$ cat config.mk
export PLATFORM = sky130hd
export DESIGN_NAME = calc_rpn_ctrl
export DESIGN_NICKNAME = d
export VERILOG_FILES = /design/src/rtl/calc_pkg.sv /design/src/rtl/edge_rise.sv /design/src/rtl/calc_rpn_ctrl.sv
export SDC_FILE = /design/constraint.sdc
export NUM_CORES = 1
export LEC_CHECK = 0
export CAP_MARGIN = 10
export CELL_PAD_IN_SITES_DETAIL_PLACEMENT = 0
export CELL_PAD_IN_SITES_GLOBAL_PLACEMENT = 1
export CORE_ASPECT_RATIO = 1.1
export CORE_MARGIN = 3
export CORE_UTILIZATION = 35
export DETAILED_ROUTE_END_ITERATION = 10
export GPL_TIMING_DRIVEN = 1
export MAX_ROUTING_LAYER = met4
export PLACE_DENSITY = 0.84
export SYNTH_ARGS = -nofsm -noshare
export SYNTH_HDL_FRONTEND = slang
export SYNTH_HIERARCHICAL = 1
export SYNTH_SLANG_ARGS = --single-unit
$ cat constraint.sdc
create_clock -name clk -period 2.5 [get_ports clk]
set_input_delay 0.5 -clock clk [delete_from_list [all_inputs] [get_ports clk]]
set_output_delay 0.5 -clock clk [all_outputs]
set_load 0.02 [all_outputs]
$ cat src/rtl/calc_pkg.sv
// Shared types and operator codes for the RPN calculator front-end.
package calc_pkg;

    typedef enum logic [2:0] {
        WAIT_A  = 3'd0,
        WAIT_B  = 3'd1,
        WAIT_OP = 3'd2,
        EXEC    = 3'd3,
        SHOW    = 3'd4
    } state_t;

    localparam logic [4:0] OP_ADD = 5'b10000;
    localparam logic [4:0] OP_SUB = 5'b10100;
    localparam logic [4:0] OP_OR  = 5'b10010;
    localparam logic [4:0] OP_AND = 5'b10101;
    localparam logic [4:0] OP_MUL = 5'b10001;

    // True for the five operator codes the ALU implements.
    function automatic logic op_valid(input logic [4:0] code);
        logic ok;
        ok = 1'b0;
        case (code)
            OP_ADD, OP_SUB, OP_OR, OP_AND, OP_MUL: ok = 1'b1;
            default:                               ok = 1'b0;
        endcase
        return ok;
    endfunction

endpackage

$ cat src/rtl/edge_rise.sv
// Registers a level input and emits a one-cycle pulse on its rising edge.
// The register resets to 1 so a level already high at reset release does not fire.
module edge_rise (
    input  logic clk,
    input  logic reset_n,
    input  logic d,
    output logic rise
);

    logic d_q;

    // Previous-cycle copy of the input.
    always_ff @(posedge clk or negedge reset_n) begin
        if (!reset_n) begin
            d_q <= 1'b1;
        end else begin
            d_q <= d;
        end
    end

    // Rising edge: high now, low last cycle.
    always_comb begin
        rise = d & ~d_q;
    end

endmodule

$ cat src/rtl/calc_rpn_ctrl.sv
// Sequential operand/operator capture for the shared lab-board ALU, with result
// hold and chaining of the result into operand A.
module calc_rpn_ctrl
    import calc_pkg::*;
#(
    parameter int unsigned WIDTH = 16,
    parameter int unsigned OPW   = 5
) (
    input  logic             clk,
    input  logic             reset_n,
    input  logic [WIDTH-1:0] dato,
    input  logic             enter,
    input  logic             clear,
    output logic [WIDTH-1:0] A,
    output logic [WIDTH-1:0] B,
    output logic [OPW-1:0]   operador,
    input  logic [WIDTH-1:0] resultado,
    output logic [WIDTH-1:0] display,
    output logic [2:0]       estado,
    output logic             res_valid,
    output logic             op_error
);

    state_t           state_q, state_d;
    logic [WIDTH-1:0] a_q, a_d;
    logic [WIDTH-1:0] b_q, b_d;
    logic [WIDTH-1:0] res_q, res_d;
    logic [OPW-1:0]   op_q, op_d;
    logic             err_q, err_d;
    logic             ev;
    logic [OPW-1:0]   op_code;

    edge_rise u_enter_edge (
        .clk     (clk),
        .reset_n (reset_n),
        .d       (enter),
        .rise    (ev)
    );

    assign op_code = dato[OPW-1:0];

    // State and datapath registers.
    always_ff @(posedge clk or negedge reset_n) begin
        if (!reset_n) begin
            state_q <= WAIT_A;
            a_q     <= '0;
            b_q     <= '0;
            res_q   <= '0;
            op_q    <= '0;
            err_q   <= 1'b0;
        end else begin
            state_q <= state_d;
            a_q     <= a_d;
            b_q     <= b_d;
            res_q   <= res_d;
            op_q    <= op_d;
            err_q   <= err_d;
        end
    end

    // Next-state and register updates; clear overrides any enter event.
    always_comb begin
        state_d = state_q;
        a_d     = a_q;
        b_d     = b_q;
        res_d   = res_q;
        op_d    = op_q;
        err_d   = err_q;

        if (clear) begin
            state_d = WAIT_A;
            a_d     = '0;
            b_d     = '0;
            res_d   = '0;
            op_d    = '0;
            err_d   = 1'b0;
        end else begin
            unique case (state_q)
                WAIT_A: begin
                    if (ev) begin
                        a_d     = dato;
                        state_d = WAIT_B;
                    end
                end
                WAIT_B: begin
                    if (ev) begin
                        b_d     = dato;
                        state_d = WAIT_OP;
                    end
                end
                WAIT_OP: begin
                    if (ev) begin
                        if (op_valid(op_code)) begin
                            op_d    = op_code;
                            err_d   = 1'b0;
                            state_d = EXEC;
                        end else begin
                            // Bad code: flag it, keep the last good operator.
                            err_d = 1'b1;
                        end
                    end
                end
                EXEC: begin
                    // Operands have been stable for this whole cycle.
                    res_d   = resultado;
                    state_d = SHOW;
                end
                SHOW: begin
                    if (ev) begin
                        a_d     = res_q;
                        b_d     = '0;
                        state_d = WAIT_B;
                    end
                end
                default: state_d = WAIT_A;
            endcase
        end
    end

    // Output decode: show the switches while entering, the result afterwards.
    always_comb begin
        A         = a_q;
        B         = b_q;
        operador  = op_q;
        op_error  = err_q;
        estado    = state_q;
        res_valid = (state_q == SHOW);
        display   = ((state_q == EXEC) || (state_q == SHOW)) ? res_q : dato;
    end

endmodule

# == Word-level counts from Yosys, hierarchy flattened ==
# Index checks and enable logic that the tools add are counted.
# word_totals
regBits,58
inputBits,36
output_inout_bits,58
wordCells,67
# classes
n_eq_ne,15
muxes,28
bitwise,2
n_reduce_logical,15
# ops
operator,n
two-way mux 16 bit,8
case mux 16 bit (2 select lines),2
"== test 5 bit, second input constant",5
two-way mux 5 bit,4
two-way mux 3 bit,5
"inequality test 3 bit, second input constant",4
case mux 3 bit (4 select lines),1
AND reduction 3 bit,3
two-way mux 1 bit,8
nonzero test 2 bit,4
"== test 3 x 2 -> 1 bit, second input constant",2
nonzero test 3 bit,2
OR reduction 5 bit,1
AND reduction 4 bit,1
"== test 3 x 1 -> 1 bit, second input constant",1
"== test 3 bit, second input constant",1
zero test 3 bit,1
"inequality test 3 x 1 -> 1 bit, second input constant",1
"inequality test 3 x 2 -> 1 bit, second input constant",1
AND reduction 2 bit,1
OR reduction 2 bit,1
bitwise AND 1 bit,1
logical OR 1 bit,1
inverter 1 bit,1

# == Logic depth before layout (Yosys ltp) ==
# logic_depth
word_depth,10
ltp_mapped,6
depth_no_buf,4

# == By module ==
# The synthesis kept the hierarchy.
# by_module_without_submodules
mod,n_inst,cells_each,area_each_um2,seq_area_each_um2
calc_rpn_ctrl,1,244,2760.1,1426.4
edge_rise,1,2,40.0,26.3

# == Worst setup path before layout ==
# OpenSTA, ideal clock, no wires.
# synth_timing
path_kind,register -> output
startpoint,"reg state_q[0], in the netlist estado[0]"
endpoint,out display[10]
arrival_time_ns,1.754
required_time_ns,2.000
slack_ns,0.246
path_stages_with_launch,7
n_path_buf,3
cell_sequence,dfrtp_1 > buf_6 > or3b_1 > buf_6 > o21ai_4 > buf_12 > mux2_4
# synth_via
elab_chain_len,3
word_cells_on_any_way,4
cone_classes,2 x eq/ne; 1 x mux; 1 x reduce/logical
# synth_rtl
item,line,source
"start, declared",calc_rpn_ctrl.sv:24,"state_t state_q, state_d;"
"start signal, assigned",calc_rpn_ctrl.sv:52,state_q <= state_d;
== test 3 x 2 -> 1 bit or == test 3 bit (tied branches),calc_rpn_ctrl.sv:128,display = ((state_q == EXEC) || (state_q == SHOW)) ? res_q : dato;
logical OR 1 bit *,calc_rpn_ctrl.sv:128,
two-way mux 16 bit *,calc_rpn_ctrl.sv:128,
"end, declared",calc_rpn_ctrl.sv:18,"output logic [WIDTH-1:0] display,"
# Mark *: on every way between the ends. The rest lies on a longest branch, timed or not.

# == Worst setup path in the final report ==
# layout_timing
startpoint,"reg state_q[1], in the netlist estado[1]"
endpoint,out display[12]
# Same word-level chain as after synthesis.

==> summary.md <==
• Top cell by count, worst path: sky130_fd_sc_hd__buf_12
• total number of H-tree levels: 3
• type of the worst setup path: flip-flop to output port
• CP max FO: 7
• number of nets in the layout: 390
• delay of the slowest cell on the worst path: 0.42 ns
• routed vias: 2325
• worst skew pair latency: 0.33 ns
• count of flip-flops with a built-in enable after synthesis: 0
• Clk pwr share: 34.6%
• pre-CTS worst setup slack: -0.0309 ns
• top-level port count: 94
• warning count from the yosys run: 6
• leftover overflow at the end of global routing: 0
• number of maximum-capacitance constraint violations: 0
• number of optimization iterations in the first detailed-route pass: 4
• synthesized area per cell: 11.4 sq um
• Cell Rows: 33
• setup slack on the worst flop-to-flop path: 0.62 ns
• number of global-route vias before repair: 2437
• static leakage power: 1.87 nW
• Chip Width: 91.3 um
• area of the core: 7600 sq um
• wire per inst: 17.3 um
• Internal Dissipation: 1.78 mW
• worst-case reg-to-reg path depth: 4
• nature of the critical path startpoint: flip-flop
• largest net degree at the start of global routing: 36
• maximum vdd ir drop: 245 uV
• Starting Density: 36.9%
• number of remaining DRC errors: 0
• hold-fix buffer count after cts: 0
• relative max-transition margin: 24.3%
• worst clock skew: 0.00904 ns
• final antenna diode count: 0
• run status: complete, no violations
• Gate Count Post-Synth: 246
• total power per unit cell area: 591 nW/um^2
• input/output buffers: 93
• buffers from clock root to sink, at most: 2
• number of flip-flops and latches in the synthesized netlist: 58
• max-slew violation count: 0
• type of element capturing the critical path: output port
• Critical-path top delay cell: sky130_fd_sc_hd__or3b_4
• post-layout worst setup margin: 0.0652 ns
• final count of negative-setup-slack endpoints: 0
• worst min-delay path class: input pin to async pin
• required time worst endpoint: 2.00 ns
• number of antenna violations at the first check in global routing: 0
• cell count after placement: 445
• ratio of final minimum period to clock period: 97.4%
• final hold violations: 0
• synthesized cell area: 2800 sq um
• final core occ: 55.0%
• library cell used as clock root buffer: sky130_fd_sc_hd__clkbuf_8
• Post-synth top flop: sky130_fd_sc_hd__dfrtp_1
• count of different cell masters after synthesis: 38
• CP Cell Sequence: or3b_4 -> o21ai_4 -> buf_12 -> buf_12 -> mux2_4 -> buf_6
• timing-limited maximum frequency: 411 MHz
• post-DR vias/cell: 5.01
• Total Wirelength: 8.02 mm
• DRT iter0 DRCs: 90
• TritonCTS Sinks: 58
• non-filler cells in the finished layout: 464
• clock period minus final worst setup slack: 2.43 ns
• Overall Power: 2.47 mW
• number of buffers created by CTS: 9
• first-pass GRT wire length: 13.1 mm
• number of nets produced by synthesis: 282
• share of cells above drive strength 1: 23.7%
• Sequential Area: 1450 sq um
• share of total power in sequential cells: 42.4%
• all-layer global routing usage: 19.0%
• Clk pin slew, worst setup/hold paths: 0.07 ns
• endpoint of the worst-slack reg-to-reg timing path: res_q[7]$_DFFE_PN0P_
• arrival time worst endpoint: 1.93 ns
• DRT antenna net count: 0
• Sw Ratio: 28.0%
• Least-Margin Pin Slew: 1.13 ns
• multi-input gate area in the final layout: 1180 sq um
• die area: 9110 sq um
• Net Sw Power: 0.691 mW
• fraction of registers with async set/reset: 100%
• die height: 99.8 um
• CTS tree: yes
• Syn-to-layout area delta: 49.2%
• post-synthesis sequential area ratio: 51.9%
• final weighted congestion in routability-driven placement: 0.887
• Comb power frac: 23.1%
• post-DP HPWL: 5.76 mm
• setup repair after global routing missed its margin: yes
• Worst R2R Start: estado[1]$_DFFE_PN0P_
• fillcell total: 696
[state kept, by name (all words and copies together), names as in the netlist]
name,count
op_error,1
res_q,16
A,16
estado,3
operador,5
B,16
u_enter_edge/d_q,1
[logic make-up after synthesis]
| family | share of synthesized area, % |
|---|---|
| AOI/OAI and AO/OA | 11.1 |
| buffers and inverters | 6.79 |
| and+or+nand+nor | 13.7 |
| muxes | 16.2 |
| DFF | 51.9 |
| xor gates and xnor gates | 0.313 |
[layout by cell type, fill, tap and decap left out, drive strengths merged, types with 2 or more instances in the layout]
cell and instances:
a21oi 4, a22o 16, a31oi 17, buf 38
clkbuf 11, clkdlybuf4s50 75, clkinv 5, dfrtp 57
inv 19, mux2 21, mux2i 18, nand2 17
nand3 15, nor2 4, nor2b 7, nor3 18
o21ai 3, or2 2
[power by group through the flow]
| stage | registers (mW) | logic [mW] | clock network [mW] |
|---|---|---|---|
| finish | 1.04 | 0.569 | 0.853 |
| global route | 1.05 | 0.608 | 0.911 |
| CTS | 1.04 | 0.560 | 0.876 |
| detailed placement | 1.06 | 0.569 | 0 |
| global placement | 1.06 | 0.560 | 0 |
| floorplan | 1.14 | 0.183 | 0 |
[through the flow]
step	setup TNS, ns	hold slack, ns	cell area [sq um]
5_1_grt	-0.0210	0.183	4180
4_1_cts	0	0.156	4100
2_1_floorplan	0	0.204	2800
3_5_place_dp	-0.0850	0.473	3920
6_report	0	0.154	4180
3_3_place_gp	-0.00284	0.475	3920
[routing by layer]
metal | wire (um) | up-vias | GRT usage [%]
met3 | 412 | 6 | 4.65
met1 | 3250 | 1151 | 22.7
met2 | 4270 | 83 | 32.2
met5 | 0 | - | -
met4 | 85 | 0 | 5.34
li1 | - | 1085 | -
[cell type report]
type / instances / share of cell area, %
clock buffers: 11 / 3.39
inverters: 20 / 1.80
multi-input cells: 151 / 28.3
repair buffers: 114 / 27.3
clock inverters: 5 / 1.29
flip-flops and latches: 58 / 34.8
well taps: 105 / 3.15
[worst max-delay path: cells and delay by family, from the launching register on]
kind	cells	cell delay (ns)
compound gates	1	0.08
buf+inv	3	0.41
flops	1	0.38
mux	1	0.31
simple gates	1	0.42
[cells in the mapped netlist (all sizes together) (7+ instances only)]
master	count	area, sq um
a22o	16	140
a31oi	17	106
buf	13	98.8
dfrtp	57	1430
inv	19	71.3
mux2	21	274
mux2i	18	180
nand2	17	63.8
nand3	15	75.1
nor2b	7	51.3
nor3	18	95.1
[worst max-delay path by stage]
stage | slack (ns) | to | startpoint | cells after the start
floorplan | 0.25 | display[10] | estado[0]$_DFFE_PN0P_ | 6
global placement | -0.002 | display[7] | estado[0]$_DFFE_PN0P_ | 6
detailed placement | -0.03 | display[7] | estado[0]$_DFFE_PN0P_ | 5
CTS | 0.03 | display[0] | estado[0]$_DFFE_PN0P_ | 5
global route | -0.007 | display[8] | estado[1]$_DFFE_PN0P_ | 6
finish | 0.07 | display[12] | estado[1]$_DFFE_PN0P_ | 6
[repair_timing]
item	in CTS	in global routing
gates resized for setup	65	29
pin swaps	1	1
setup endpoints to repair	17	14
setup buffers	3	0
(Power assumes the default switching activity.)
